`config.mk`:
```
export PLATFORM = sky130hd
export DESIGN_NAME = imem_fetch_ctrl
export DESIGN_NICKNAME = d
export VERILOG_FILES = /design/src/rtl/imem_pkg.sv /design/src/rtl/imem_port_mux.sv /design/src/rtl/imem_fetch_ctrl.sv
export SDC_FILE = /design/constraint.sdc
export NUM_CORES = 1
export LEC_CHECK = 0
export CORE_ASPECT_RATIO = 1.5
export CORE_MARGIN = 8
export CORE_UTILIZATION = 38
export CTS_BUF_LIST = sky130_fd_sc_hd__clkbuf_16
export DETAILED_ROUTE_END_ITERATION = 8
export PLACE_DENSITY_LB_ADDON = 0.08
export SETUP_SLACK_MARGIN = 0.5
export SYNTH_ARGS = -nofsm -noshare
export SYNTH_HDL_FRONTEND = slang
export SYNTH_SLANG_ARGS = --single-unit
```
`constraint.sdc`:
```
create_clock -name clk -period 2.55 [get_ports clk]
set_input_delay 0.6375 -clock clk [delete_from_list [all_inputs] [get_ports clk]]
set_output_delay 0.6375 -clock clk [all_outputs]
set_load 0.03 [all_outputs]
```
`src/rtl/imem_pkg.sv`:
```
// Shared types and constants for the instruction-memory fetch controller.
// The alignment check is enabled by defining IMEM_FETCH_ALIGN_CHK_EN.
package imem_pkg;

  localparam int INSTR_W = 32;
  localparam logic [INSTR_W-1:0] NOP_INSTR = 32'h0;

  typedef enum logic [1:0] {
    IDLE = 2'd0,
    RUN  = 2'd1,
    HALT = 2'd2
  } fetch_state_t;

endpackage

```
`src/rtl/imem_port_mux.sv`:
```
// Single memory port shared between the fetch path (RUN) and the program loader.
// The loader is acknowledged combinationally whenever the fetch does not own the port.
module imem_port_mux
  import imem_pkg::*;
(
  input  logic               fetch_own_i,
  input  logic [INSTR_W-1:0] fetch_addr_i,
  input  logic               load_req_i,
  input  logic [INSTR_W-1:0] load_addr_i,
  input  logic [INSTR_W-1:0] load_data_i,
  output logic [INSTR_W-1:0] imem_addr_o,
  output logic               imem_we_o,
  output logic [INSTR_W-1:0] imem_wdata_o,
  output logic               load_ack_o
);

  always_comb begin
    imem_addr_o  = load_addr_i;
    imem_we_o    = load_req_i;
    imem_wdata_o = load_data_i;
    load_ack_o   = load_req_i;
    if (fetch_own_i) begin
      // Loader is held off, not dropped: it keeps requesting until the core stops.
      imem_addr_o  = fetch_addr_i;
      imem_we_o    = 1'b0;
      imem_wdata_o = NOP_INSTR;
      load_ack_o   = 1'b0;
    end
  end

endmodule

```
`src/rtl/imem_fetch_ctrl.sv`:
```
// Fetch controller: owns the PC and the IF/ID register, sequences fetch, stall and redirect.
// Define IMEM_FETCH_ALIGN_CHK_EN to halt with err on misaligned redirect targets.
module imem_fetch_ctrl
  import imem_pkg::*;
#(
  parameter int          DEPTH    = 32,
  parameter logic [31:0] RESET_PC = 32'h0
) (
  input  logic        clk,
  input  logic        rst_n,
  input  logic        start,
  input  logic        stall,
  input  logic        redirect_valid,
  input  logic [31:0] redirect_pc,
  input  logic        load_req,
  input  logic [31:0] load_addr,
  input  logic [31:0] load_data,
  output logic        load_ack,
  output logic [31:0] imem_addr,
  output logic        imem_we,
  output logic [31:0] imem_wdata,
  input  logic [31:0] imem_rdata,
  output logic [31:0] if_pc,
  output logic [31:0] if_instr,
  output logic        if_valid,
  output logic        halted,
  output logic        err
);

  fetch_state_t state_q, state_d;
  logic [31:0]  pc_q, pc_d;
  logic [31:0]  if_pc_q, if_pc_d;
  logic [31:0]  if_instr_q, if_instr_d;
  logic         if_valid_q, if_valid_d;
  logic         err_q, err_d;
  logic         pc_oor;
  logic         misalign;
  logic [31:0]  redirect_tgt;

  // Word index compared against DEPTH; also catches a wrapped pc+4 before it is fetched.
  assign pc_oor       = ({2'b00, pc_q[31:2]} >= 32'(DEPTH));
  assign redirect_tgt = redirect_pc & ~32'h3;

`ifdef IMEM_FETCH_ALIGN_CHK_EN
  assign misalign = |redirect_pc[1:0];
`else
  assign misalign = 1'b0;
`endif

  always_comb begin
    state_d    = state_q;
    pc_d       = pc_q;
    if_pc_d    = if_pc_q;
    if_instr_d = if_instr_q;
    if_valid_d = if_valid_q;
    err_d      = err_q;
    case (state_q)
      IDLE, HALT: begin
        if_valid_d = 1'b0;
        if_instr_d = NOP_INSTR;
        if (start) begin
          state_d = RUN;
          pc_d    = RESET_PC;
          err_d   = 1'b0;
        end
      end
      RUN: begin
        if (redirect_valid) begin
          if_valid_d = 1'b0;
          if_instr_d = NOP_INSTR;
          if (misalign) begin
            state_d = HALT;
            err_d   = 1'b1;
          end else begin
            pc_d = redirect_tgt;
          end
        end else if (stall) begin
          // Hold everything; a pending out-of-range halt waits for the stall to clear.
        end else if (pc_oor) begin
          state_d    = HALT;
          if_valid_d = 1'b0;
          if_instr_d = NOP_INSTR;
        end else begin
          pc_d       = pc_q + 32'd4;
          if_pc_d    = pc_q;
          if_instr_d = imem_rdata;
          if_valid_d = 1'b1;
        end
      end
      default: state_d = IDLE;
    endcase
  end

  always_ff @(posedge clk or negedge rst_n) begin
    if (!rst_n) begin
      state_q    <= IDLE;
      pc_q       <= RESET_PC;
      if_pc_q    <= 32'h0;
      if_instr_q <= NOP_INSTR;
      if_valid_q <= 1'b0;
      err_q      <= 1'b0;
    end else begin
      state_q    <= state_d;
      pc_q       <= pc_d;
      if_pc_q    <= if_pc_d;
      if_instr_q <= if_instr_d;
      if_valid_q <= if_valid_d;
      err_q      <= err_d;
    end
  end

  imem_port_mux u_port_mux (
    .fetch_own_i  (state_q == RUN),
    .fetch_addr_i (pc_q),
    .load_req_i   (load_req),
    .load_addr_i  (load_addr),
    .load_data_i  (load_data),
    .imem_addr_o  (imem_addr),
    .imem_we_o    (imem_we),
    .imem_wdata_o (imem_wdata),
    .load_ack_o   (load_ack)
  );

  assign if_pc    = if_pc_q;
  assign if_instr = if_instr_q;
  assign if_valid = if_valid_q;
  assign halted   = (state_q == HALT);

`ifdef IMEM_FETCH_ALIGN_CHK_EN
  assign err = err_q;
`else
  // Without the alignment check there is no fault source.
  assign err = 1'b0;
`endif

endmodule

```
Word level (Yosys, flattened, before mapping)
Index checks and enable logic that the tools add are counted.

Mux-type cells: 21. Add/sub/neg operators: 1. Bitwise logic cells: 3. Reduce and logical (&&, ||, !) cells: 7. Magnitude comparators: 1. Equal/unequal tests: 8.

Operators with widths (count): 32-bit two-way mux (9); 32-bit case mux with 2 select lines (2); 32-bit by 3-bit adder with 32-bit output, second input constant (1); 30-bit by 6-bit greater-or-equal comparator with 1-bit output, second input constant (1); 4-bit AND reduction (3); 2-bit two-way mux (4); 2-bit inequality test, second input constant (4); 3-bit inequality test, second input constant (2); 1-bit two-way mux (4); 2-bit case mux with 2 select lines (1); 1-bit NOT (3); 2-bit by 1-bit == test with 1-bit output, second input constant (1); 2-bit == test, second input constant (1); 2-bit zero test (1); 1-bit case mux with 2 select lines (1); 2-bit AND reduction (1); 2-bit nonzero test (1); 2-bit OR reduction (1).

Output and inout bits: 133. Input bits: 134. Word-level logic and storage cells: 46. Register bits: 99.

Logic depth before layout (Yosys ltp)
Gate-level depths: netlist of the first run.

Depth after elaboration: 5. Gate-level depth with buffers: 7. Mapped depth without buffers: 6.

By module
From an unflattened synthesis of the first run, not the netlist that was laid out.

Cell total of the unflattened synthesis: 405. Area, all modules: 4625.7 µm².

Modules (own cells, without submodules): imem_fetch_ctrl (sequential area each 2377.3 µm², instances 1, area an instance 3933.8 µm², cells each 332); imem_port_mux (sequential area each 0.0 µm², instances 1, area an instance 691.9 µm², cells each 73).

Worst setup path before layout of the first run
OpenSTA, ideal clock, no wires.

Kind: register to output. From: register state_q[1]. To: output port imem_addr[10]. Stages on the path, launching flop included: 5. Required time: 1.913 ns. Path buffers: 2. Setup slack: 0.320 ns. Arrival: 1.593 ns. Cells stage by stage: dfrtp_1 > nand2b_1 > clkbuf_1 > clkbuf_1 > o21ai_0.

Longest elaborated chain between the ends: 2.

RTL lines: from (decl) (RTL line imem_fetch_ctrl.sv:30) `fetch_state_t state_q, state_d;`; from (signal assigned) (RTL line imem_fetch_ctrl.sv:103) `state_q <= state_d;`; 2-bit by 1-bit == test with 1-bit output (RTL line imem_fetch_ctrl.sv:113) `.fetch_own_i (state_q == RUN),`; 32-bit two-way mux (RTL line imem_port_mux.sv:22) `if (fetch_own_i) begin`; to (decl) (RTL line imem_fetch_ctrl.sv:19) `output logic [31:0] imem_addr,`.

Every way passes these cells.

Final worst setup path of the first run
From: register state_q[1]. To: output port imem_addr[29].

The elaborated chain is that of the path after synthesis.

==> results of run 1 <==
==> power groups by stage <==
stage / Combinational [µW] / Clock, µW / Sequential [µW]
floorplan: 2170 / 0 / 1970
CTS: 4140 / 1320 / 2020
detailed placement: 3640 / 0 / 2030
global placement: 3590 / 0 / 2020
finish: 5370 / 1290 / 2060
global route: 5620 / 1370 / 2090
==> flip-flops by register name, summed over array words and instances, names as in the netlist <==
register	flops
if_instr	32
if_pc	30
if_valid	1
pc_q	30
state_q	2
==> cells in the final DEF (no fill, tap or decap), types with 23 or more instances in the layout <==
cell             count
a22o_1              33
and2_4              24
buf_4               43
buf_6               57
clkdlybuf4s50_1    162
dfrtp_1             92
dlymetal6s2s_1      28
nand2_1             36
nor2b_1             23
==> cells by family (layout without fill, tap and decap cells) <==
group,after synthesis,after routing,synth area share [%]
xor gates and xnor gates,2,2,0.388
and+or+nand+nor,166,167,19.7
AOI/OAI and AO/OA,87,87,14.7
buffers and inverters,43,346,4.74
adders and majority gates,2,2,0.554
DFF,95,95,52.7
muxes,29,29,7.15
other,1,3,0.0831
==> metal layers <==
metal | up-vias | share of wire, % | track usage [%] | wire length, µm
met2 | 259 | 54 | 38.2 | 10400
met5 | - | 0.063 | 0 | 12
li1 | 2110 | - | - | -
met3 | 43 | 9.0 | 8.06 | 1730
met4 | 2 | 2.4 | 7.31 | 466
met1 | 2301 | 34 | 21.5 | 6580
==> stage by stage <==
stage	instance area (µm²)	util, %	power [µW]	hold slack, ns
floorplan	4530	-	4140	0.342
global placement	7280	61.9	5620	0.444
detailed placement	7280	61.9	5670	0.449
CTS	7810	66.4	7470	0.0766
global route	8770	74.5	9080	0.0777
finish	8770	74.5	8720	0.0888
==> how the worst max path moves through the flow <==
stage	to	slack [ns]	cells past startpoint
finish	imem_addr[29]	0.29	4
global route	imem_addr[29]	0.26	4
CTS	imem_addr[11]	0.27	4
detailed placement	imem_wdata[25]	0.04	3
floorplan	imem_addr[10]	0.35	4
global placement	imem_wdata[25]	0.05	3
==> final cells by class <==
type	instances	area [µm²]
fillers	816	3000
clock inverters	7	57.6
well taps	153	191
clock buffers	9	225
flip-flops and latches	95	2380
repair buffers	320	3520
inverters	10	37.5
multi-input cells	290	2350
==> repair_timing <==
item                       4_1_cts  5_1_grt
buffers inserted                10       11
pin swaps                        3       33
setup endpoints to repair      144      170
resized for setup               60      182
cloned                           5       11
==> results.yml, run 1 <==
clock_network:
  clkLatencyLatePin_ns: 0.34
  h-tree-depth: 3
  cts_tree: "done"
  ctsHoldBuffers: 0
  cts_num_sinks: 95
  cts_buffers: 9
  clk_path_buf_depth: 2
  clkTransAtPathRegs_ns: 0.07
  clockRootBuffer: "clkbuf_16"
place:
  io_buffers: 261
  place_congestion: 0.844
  dp_slack_ns: 0.0371
  hpwlAfterDp_mm: 12.7
  dpl.cell_count: 831
layout:
  layout.nets: 862
  drive_gt1_share_pct: 33.2
  antennaDiodeCount: 0
  fin_cells: 884
  areaGrowthSynthToFinish_pct: 94.2
critical_path:
  start_kind: "flop"
  rrSetupSlack_ns: 0.31
  cp.required_ns: 1.91
  path_class: "reg -> out"
  cp-startpoint: "state_q[1]"
  crit_chain: "nand2b_4 -> clkbuf_16 -> mux2_4 -> buf_6"
  cp_slowest_stage_delay_ns: 0.39
  crit_family: "flip-flops"
  r2r_start: "state_q[1]"
  r2r_end: "if_instr[0]"
  arrival_ns: 1.63
  cp-end-kind: "output port"
  critPathMaxFanout: 8
  cp_slowest_cell: "dfrtp_1"
  crit_buf_inv: 2
  r2r_cells: 9
floorplan:
  core_area_mm2: 0.0118
  ioPinCount: 267
  rows: 49
  die_area_mm2: 0.0157
  die_h_um: 149
  die_w_um: 105
  initial_core_util_pct: 38.4
timing:
  finalHoldViolations: 0
  slew_violations: 0
  finClkSkew_ns: 0.0113
  post-route-min-period_ns: 2.26
  fmax_mhz: 442
  fin_ws_ns: 0.285
  min_period_over_period_pct: 88.8
  fin_tns_setup_ns: 0
  rsz0062_at_grt: "yes"
  setup_violations: 0
synth:
  synth_edf_count: 0
  synthCells: 425
  synth.distinct_cells: 45
  synth_area_per_cell_um2: 10.6
  synth_common_cells: "95 x dfrtp_1, 40 x nand2_1, 36 x and2_1, 33 x a22o_1, 27 x nor2b_1"
  async_reset_ff_share_pct: 100
  ys_seq_area_share_pct: 52.7
  synth_largest_area_cell: "dfrtp_1"
  synthFlopType: "dfrtp_1"
  synth_area_mm2: 0.00451
  synth_most_common_cell: "dfrtp_1"
  ys_seq_elements: 95
  synth_area_leaders: "dfrtp_1 53%, a22o_1 6.4%, mux2_2 6.0%"
  yosysWarningCount: 0
  synth_top_area_share_pct: 52.7
power_and_ir_drop:
  p_leak_uw: 0.00451
  seq_power_share_pct: 23.7
  switching_share_pct: 42.0
  power.switching_uw: 3660
  p_per_area_mw_per_mm2: 994
  intPower_uw: 5060
  comb_power_share_pct: 61.6
  p_clk_share_pct: 14.7
  irDropWorstVdd_v: 0.000759
global_route:
  grt_pass1_vias: 4948
  grt_max_degree: 59
  antenna_found_initial: 1
  track_usage_pct: 21.0
  overflow: 0
  grt_pass1_wl_mm: 26.4
detailed_routing:
  antenna_left: 0
  num_vias: 4715
  drc: 0
  drt-wirelength-per-cell_um: 21.7
  drt-vias-per-instance: 5.33
  drtPass1Iterations: 4
  finalWirelength_mm: 19.1
  first_iter_violations: 324
job:
  drv_cap: 0
outcome:
  status: "complete, no violations"
worst_hold_path:
  hold_path.class: "in -> async"
(Power assumes the default switching activity.)
==> run 2, diff against run 1 <==
--- a/config.mk
+++ b/config.mk
@@ -10,6 +10,7 @@
 export CORE_UTILIZATION = 38
 export CTS_BUF_LIST = sky130_fd_sc_hd__clkbuf_16
 export DETAILED_ROUTE_END_ITERATION = 8
+export GPL_ROUTABILITY_DRIVEN = 0
 export PLACE_DENSITY_LB_ADDON = 0.08
 export SETUP_SLACK_MARGIN = 0.5
 export SYNTH_ARGS = -nofsm -noshare
==> results of run 2 <==
The final DEF is identical to that of run 1; final timing and power are the same.
